<file path="src/rtl/fft_pkg.sv">
// Shared FFT constants and the bit-reversal helper used by the FFT stages and reorder buffer.
package fft_pkg;

    localparam int unsigned N       = 64;
    localparam int unsigned LOG2N   = 6;
    localparam int unsigned DW      = 16;
    localparam int unsigned BR_MAXW = 16;
    localparam int unsigned BR_IW   = $clog2(BR_MAXW);

    // Reverse the low w bits of x; bits at and above w come back as zero.
    function automatic logic [BR_MAXW-1:0] bitrev(input logic [BR_MAXW-1:0] x,
                                                  input int unsigned       w);
        logic [BR_MAXW-1:0] r;
        r = '0;
        for (int unsigned i = 0; i < BR_MAXW; i++) begin
            if (i < w) begin
                r[BR_IW'(i)] = x[BR_IW'(w - 1 - i)];
            end
        end
        return r;
    endfunction

endpackage

</file>
<file path="src/rtl/dp_ram_2n.sv">
// Ping-pong sample store: 2N words, one write port and one registered read port (bank = address MSB).
module dp_ram_2n
    import fft_pkg::*;
#(
    parameter int unsigned N  = fft_pkg::N,
    parameter int unsigned DW = fft_pkg::DW
) (
    input  logic                    clk,
    input  logic                    rst,
    input  logic                    we,
    input  logic [$clog2(N):0]      waddr,
    input  logic [2*DW-1:0]         wdata,
    input  logic                    re,
    input  logic [$clog2(N):0]      raddr,
    output logic [2*DW-1:0]         rdata
);

    logic [2*DW-1:0] mem [2*N];

    // Array contents are intentionally never reset.
    always_ff @(posedge clk) begin
        if (we) begin
            mem[waddr] <= wdata;
        end
    end

    always_ff @(posedge clk) begin
        if (rst) begin
            rdata <= '0;
        end else if (re) begin
            rdata <= mem[raddr];
        end
    end

endmodule

</file>
<file path="src/rtl/fft_bitrev_reorder.sv">
// Converts bit-reversed FFT output frames to natural order through a ping-pong buffer.
module fft_bitrev_reorder
    import fft_pkg::*;
#(
    parameter int unsigned N  = fft_pkg::N,
    parameter int unsigned DW = fft_pkg::DW
) (
    input  logic                 clk,
    input  logic                 rst,
    input  logic                 in_valid,
    input  logic                 in_sop,
    input  logic signed [DW-1:0] in_re,
    input  logic signed [DW-1:0] in_im,
    output logic                 out_valid,
    output logic                 out_sop,
    output logic                 out_eop,
    output logic signed [DW-1:0] out_re,
    output logic signed [DW-1:0] out_im,
    output logic                 err_sop
);

    localparam int unsigned   AW   = $clog2(N);
    localparam logic [AW-1:0] LAST = AW'(N - 1);

    typedef enum logic {IDLE, READ} rd_state_t;

    rd_state_t     state, state_nxt;
    logic [AW-1:0] wr_cnt;
    logic          wr_bank;
    logic [1:0]    full;
    logic [AW-1:0] rd_cnt;
    logic          rd_bank;

    logic [AW-1:0] wr_idx_c;
    logic          wr_last_c;
    logic          rd_en_c;
    logic          rd_done_c;
    logic [AW:0]   waddr_c;
    logic [AW:0]   raddr_c;
    logic [2*DW-1:0] rdata;

    // A qualified sop restarts the frame at index 0 regardless of the current count.
    assign wr_idx_c  = (in_valid && in_sop) ? '0 : wr_cnt;
    assign wr_last_c = in_valid && (wr_idx_c == LAST);
    assign waddr_c   = {wr_bank, AW'(bitrev(BR_MAXW'(wr_idx_c), AW))};
    assign raddr_c   = {rd_bank, rd_cnt};

    always_ff @(posedge clk) begin
        if (rst) begin
            wr_cnt  <= '0;
            wr_bank <= 1'b0;
            err_sop <= 1'b0;
        end else if (in_valid) begin
            if (in_sop && (wr_cnt != '0)) begin
                err_sop <= 1'b1;
            end
            if (wr_last_c) begin
                wr_cnt  <= '0;
                wr_bank <= ~wr_bank;
            end else begin
                wr_cnt  <= wr_idx_c + AW'(1);
            end
        end
    end

    // Set and clear always target different banks, so both may happen on one edge.
    always_ff @(posedge clk) begin
        if (rst) begin
            full <= '0;
        end else begin
            if (wr_last_c) begin
                full[wr_bank] <= 1'b1;
            end
            if (rd_done_c) begin
                full[rd_bank] <= 1'b0;
            end
        end
    end

    always_ff @(posedge clk) begin
        if (rst) begin
            state <= IDLE;
        end else begin
            state <= state_nxt;
        end
    end

    always_comb begin
        state_nxt = state;
        rd_en_c   = 1'b0;
        rd_done_c = 1'b0;
        case (state)
            IDLE: begin
                if (full[rd_bank]) begin
                    state_nxt = READ;
                end
            end
            READ: begin
                rd_en_c = 1'b1;
                if (rd_cnt == LAST) begin
                    rd_done_c = 1'b1;
                    if (!full[~rd_bank]) begin
                        state_nxt = IDLE;
                    end
                end
            end
            default: state_nxt = IDLE;
        endcase
    end

    always_ff @(posedge clk) begin
        if (rst) begin
            rd_cnt    <= '0;
            rd_bank   <= 1'b0;
            out_valid <= 1'b0;
            out_sop   <= 1'b0;
            out_eop   <= 1'b0;
        end else begin
            if (rd_en_c) begin
                rd_cnt <= rd_done_c ? '0 : rd_cnt + AW'(1);
            end
            if (rd_done_c) begin
                rd_bank <= ~rd_bank;
            end
            out_valid <= rd_en_c;
            out_sop   <= rd_en_c && (rd_cnt == '0);
            out_eop   <= rd_done_c;
        end
    end

    dp_ram_2n #(
        .N  (N),
        .DW (DW)
    ) u_ram (
        .clk   (clk),
        .rst   (rst),
        .we    (in_valid),
        .waddr (waddr_c),
        .wdata ({in_re, in_im}),
        .re    (rd_en_c),
        .raddr (raddr_c),
        .rdata (rdata)
    );

    assign out_re = rdata[2*DW-1:DW];
    assign out_im = rdata[DW-1:0];

endmodule

</file>
<file path="config.mk">
export PLATFORM = sky130hd
export DESIGN_NAME = fft_bitrev_reorder
export DESIGN_NICKNAME = d
export VERILOG_FILES = /design/src/rtl/fft_pkg.sv /design/src/rtl/dp_ram_2n.sv /design/src/rtl/fft_bitrev_reorder.sv
export SDC_FILE = /design/constraint.sdc
export NUM_CORES = 2
export LEC_CHECK = 0
export BUFFER_PORTS_ARGS = -buffer_cell sky130_fd_sc_hd__clkbuf_2
export CAP_MARGIN = 20
export CORE_MARGIN = 2
export CORE_UTILIZATION = 47
export CTS_CLUSTER_DIAMETER = 50
export CTS_CLUSTER_SIZE = 40
export DETAILED_ROUTE_END_ITERATION = 8
export HOLD_SLACK_MARGIN = 0.12
export PLACE_DENSITY = 0.67
export SLEW_MARGIN = 20
export SYNTH_ARGS = -nofsm -noshare
export SYNTH_HDL_FRONTEND = slang
export SYNTH_SLANG_ARGS = --single-unit
</file>
<file path="constraint.sdc">
create_clock -name clk -period 3.45 [get_ports clk]
set_input_delay 0.5175 -clock clk [delete_from_list [all_inputs] [get_ports clk]]
set_output_delay 0.5175 -clock clk [all_outputs]
set_load 0.05 [all_outputs]
</file>
== Word level (Yosys, flattened, before mapping) ==
Memory sizes are Yosys's and may differ from the RTL's. A register that Yosys moved wholly into a read port is not among the register bits.
Index checks and enable logic that the tools add are counted.

* Flip-flop bits (word level): 21
* Memory bits (writable): 4096
* Input bits: 36
* Output and inout bits: 36
* Word-level logic and storage cells: 59
* Memories: 1

* $add $sub $neg: 2
* Magnitude comparators: 5
* Equality and inequality tests: 2
* Muxes and demuxes: 23
* Bitwise gates (word level): 6
* Reduce and logical (&&, ||, !) cells: 10

{| class="wikitable"
|+ Memories
! name !! depth !! width !! rd ports !! clocked after memory_dff !! write ports !! RTL line !! source
|-
| u_ram.mem || 128 || 32 || 1 || 1 || 1 || dp_ram_2n.sv:18 || <nowiki>logic [2*DW-1:0] mem [2*N];</nowiki>
|}

{| class="wikitable"
|+ Operator list
! cell !! number
|-
| two-way mux 6 bit || 3
|-
| two-way mux 1 bit || 14
|-
| adder 6 x 1 -> 6 bit, second input constant || 2
|-
| equality test 6 bit, second input constant || 2
|-
| logical AND 1 bit || 6
|-
| logical NOT 6 bit || 1
|-
| less-than comparator 1 x 2 -> 1 bit, second input constant || 3
|-
| two-way mux 2 bit || 3
|-
| nonzero test 6 bit || 1
|-
| AND reduction 2 bit || 2
|-
| inverter 1 bit || 3
|-
| bitwise AND 2 bit || 1
|-
| demux 1 bit (select 1 bit) || 2
|-
| greater-or-equal comparator 1 bit, second input constant || 2
|-
| inverter 2 bit || 1
|-
| bitwise OR 2 bit || 1
|-
| one-hot mux 1 bit (2 select lines) || 1
|}

== Longest topological paths before layout ==
* Depth after elaboration: 9
* Mapped depth: 13
* Gate-level depth less buffers: 9

== Cells and area by module ==
Synthesis repeated with hierarchy kept, for this count alone.

* Cells, all modules: 7068
* Area, all modules: 159073.8 um^2

{| class="wikitable"
|+ By module, submodules not included
! module !! instances !! cells each !! area each (um^2) !! sequential area each (um^2)
|-
| dp_ram_2n || 1 || 6948 || 158032.8 || 123638.6
|-
| fft_bitrev_reorder || 1 || 120 || 1041.0 || 420.4
|}

== Worst setup path after synthesis ==
No wires, ideal clock.

* Path kind: input -> register
* From: input in_sop
* To: memory u_ram.mem[111][0] (netlist bit), enable pin
* Data arrival time: 3.048 ns
* Slack: -0.019 ns
* Cell stages on the path: 7
* Buffers on the path: 3
* Cells stage by stage: clkbuf_1 -> nand2_1 -> nand4_1 -> or2_2 -> clkbuf_1 -> clkbuf_1 -> nor2_1

* Cells in the longest elaborated chain, start to end: 2

{| class="wikitable"
|+ RTL lines
! item !! RTL line !! source
|-
| start, declared || fft_bitrev_reorder.sv:11 || <nowiki>input logic in_sop,</nowiki>
|-
| logical AND 1 bit || fft_bitrev_reorder.sv:43 || <nowiki>assign wr_idx_c = (in_valid && in_sop) ? '0 : wr_cnt;</nowiki>
|-
| two-way mux 6 bit || fft_bitrev_reorder.sv:43 ||
|-
| end, declared || dp_ram_2n.sv:18 ||
|}

Every way passes these cells.

==> qor.yml <==
status:
  status: "complete, no violations"
grt:
  grt_remaining_overflow: 0
  grt_pass1_vias: 81800
  antenna_found_initial: 36
  grt_max_degree: 129
  grt_first_pass_wirelength_mm: 668
  gr-usage-all-layers: 0.283
critical_path:
  r2r-start: "rd_cnt[0]"
  cp.arrival_ns: 4.26
  crit_required_ns: 4.30
  path_cells: "buf_12, buf_12, mux4_2, mux4_2, a22oi_1, buf_4, nand2_1, nor3_1, buf_4, nor4_1"
  worstSetupPathType: "reg -> reg"
  path_buf_inv: 4
  cpLargestDelayFamily: "multiplexers"
  slowest_delay_ns: 0.54
  startpoint: "rd_cnt[0]"
  worst_setup_path_start_kind: "flip-flop"
  cp_slowest_cell: "mux4_2"
  setup.worst_path.end_class: "flip-flop"
  cp_max_fo: 24
clock_tree:
  h-tree-depth: 5
  clkTransAtPathRegs_ns: 0.08
  worst_skew_pair.late_latency_ns: 1.00
  numCtsBuffers: 363
  cts_tree: "built"
  clk_path_buf_depth: 4
  cts_root_buffer: "clkbuf_16"
  cts.sink_count: 4149
sta:
  setup_viol: 0
  finalMaxSlewViolations: 0
  finalCritPeriodShare: 0.989
  fin_crit_ns: 3.41
  rsz0062_at_grt: "false"
  worstMarginPinSlew_ns: 1.18
  setup_tns_ns: 0
  maxSlewHeadroom: 0.208
  hold_viol: 0
  clock.fmax_mhz: 293
  fin_skew_ns: 0.0586
yosys:
  synth_top_flop_cell: "edfxtp_1"
  yosysWarningCount: 0
  synth.distinct_cells: 82
  synth_area_leader_cell: "edfxtp_1"
  yosysSeqAreaShare: 0.778
  netlist_instances: 7184
  postSynthAreaPerCell_um2: 22.2
  synth_edf_count: 4096
  async_reset_ff_frac: 0
  synth.top_cell.area_share: 0.772
  syn-num-nets: 7223
  synthTopCellsByArea: "edfxtp_1 (77%), mux4_2 (13%), mux2i_1 (2.2%)"
  ys_seq_elements: 4149
  netlist_area_mm2: 0.159
job:
  drv_cap: 0
route:
  via_per_inst: 6.59
  routedWlPerCell_um: 38.3
  drtPass1Iterations: 8
  ant_nets: 0
  drt-total-wl_mm: 489
  vias: 84300
  drt_iter0_drc: 15000
  drc: 0
power_and_ir_drop:
  ir_drop_mv: 0.516
  power.static_leakage_nw: 56.6
  power-per-cell-area_mw_per_mm2: 540
  p_total_mw: 100
finish:
  area.sequential_mm2: 0.124
  fill_cells: 24700
  fin_cells: 12800
  drive_above_1_share: 0.311
  fin_util: 0.550
  nNetsFinal: 7987
  area.growth.synth_to_final_pct: 16.3
  multi_input_area_mm2: 0.0337
placed_design:
  port_buffers: 71
  gp_congestion: 0.941
  dp_hpwl_mm: 287
  post-place-cells: 12100
floorplan:
  die_x_um: 586
  initial_utilization: 0.473
  dieHeight_um: 586
  rows: 213
  pin_count: 72
  core_area_mm2: 0.337
  die_area_mm2: 0.344
hold_path:
  hp-start: "in_im[5]"
  holdCritPathClass: "in -> reg"
==> per-layer routing <==
metal | GRT usage | vias up | part of all wire
met2 | 0.430 | 6481 | 0.46
met1 | 0.386 | 44500 | 0.36
li1 | - | 32200 | -
met3 | 0.0686 | 1101 | 0.13
met4 | 0.138 | 18 | 0.058
met5 | 0 | - | 0.00025
==> power breakdown <==
group	total (mW)	switching, mW	leakage (nW)	internal [mW]
Sequential	55.3	0.0154	37.3	55.3
Clock	43.4	21.4	6.25	22.0
Combinational	1.43	1.18	13.1	0.250
==> path summary, 6_finish.rpt <==
kind / end / slack (ns) / cells after the start
max: u_ram.rdata[15] / 0.04 / 10
min: u_ram.mem[102][5] / 0.12 / 1
max reg2reg: u_ram.rdata[15] / 0.04 / 10
min reg2reg: u_ram.rdata[0] / 0.50 / 2
==> synth_stat cells, types with 20 or more instances <==
cell type,number
a211oi_1,46
a21oi_1,126
a221oi_1,67
a22o_1,23
a22oi_1,145
a31oi_1,21
buf_2,120
buf_4,55
buf_6,55
clkbuf_1,130
dfxtp_1,53
edfxtp_1,4096
mux2i_1,356
mux4_1,29
mux4_2,897
nand2_1,184
nand2b_1,20
nand3_1,61
nor2_1,216
nor2b_1,20
nor3_1,30
o21ai_0,54
o221ai_1,25
o22ai_1,60
==> cells by family after synthesis <==
family | after synthesis | share of synthesized area
AO/OA/AOI/OAI | 691 | 0.0309
multiplexers | 1300 | 0.155
XOR/XNOR | 6 | 0.000330
adder cells (fa/ha/maj) | 3 | 0.000236
AND/OR/NAND/NOR | 613 | 0.0174
flip-flops | 4149 | 0.778
buffers and inverters | 422 | 0.0178
==> cell usage in the layout (no fill, tap or decap), types with 13 or more instances in the layout <==
master,netlist,layout
a22o_1,23,23
diode_2,0,16
mux4_1,29,29
nand2b_1,20,20
nor2_1,216,83
nor2_4,0,131
clkinv_4,0,24
mux4_2,897,897
buf_4,55,527
dfxtp_1,53,45
edfxtp_1,4096,4096
inv_8,0,52
inv_12,0,23
clkbuf_16,0,369
nor3_1,30,28
o221ai_1,25,25
nand4_1,17,17
a22oi_1,145,142
o22ai_1,60,60
inv_6,0,60
nor2b_1,20,13
clkinv_2,0,24
mux2i_1,356,355
dlygate4sd3_1,0,19
buf_12,19,217
clkinvlp_4,0,23
nand3_1,61,59
a211oi_1,46,42
o21ai_0,54,53
a31oi_1,21,21
mux2_2,18,18
a21oi_1,126,124
clkbuf_2,0,39
clkinv_8,0,61
nand2_1,184,184
o21ai_1,17,17
a221oi_1,67,65
==> stage by stage <==
stage	hold WS [ns]	area, µm²	setup WS, ns
final	0.119	185000	0.0374
after global routing	0.124	185000	0.00505
after CTS	0.122	185000	0.0114
after detailed placement	0.472	172000	-0.482
after global placement	0.469	172000	-0.744
after floorplan	0.483	159000	-0.0188
==> sequential cells by signal (all words and copies together), names as in the netlist <==
signal and cells:
wr_bank 1, out_valid 1, u_ram.mem 4096, u_ram.rdata 32, rd_cnt 6, out_sop 1, full 2, rd_bank 1
wr_cnt 6, out_eop 1, err_sop 1, state 1
==> layout make-up <==
class,count,area share
flip-flops and latches,4149,0.669
diodes,16,0.000216
clock inverters,301,0.0198
well taps,4515,0.0305
inverters,10,0.000257
clock buffers,380,0.0501
multi-input cells,2613,0.182
repair buffers,811,0.0478
==> what timing repair did <==
action                                  in CTS  in global routing
resized for setup                           13                  6
hold buffers                                16                  3
endpoints found under the setup margin       8                  8
pin swaps                                    2                  1
hold endpoints to repair                   330                 57
setup buffers                                1                  2
Note: power is estimated with default switching activity, not from simulation.
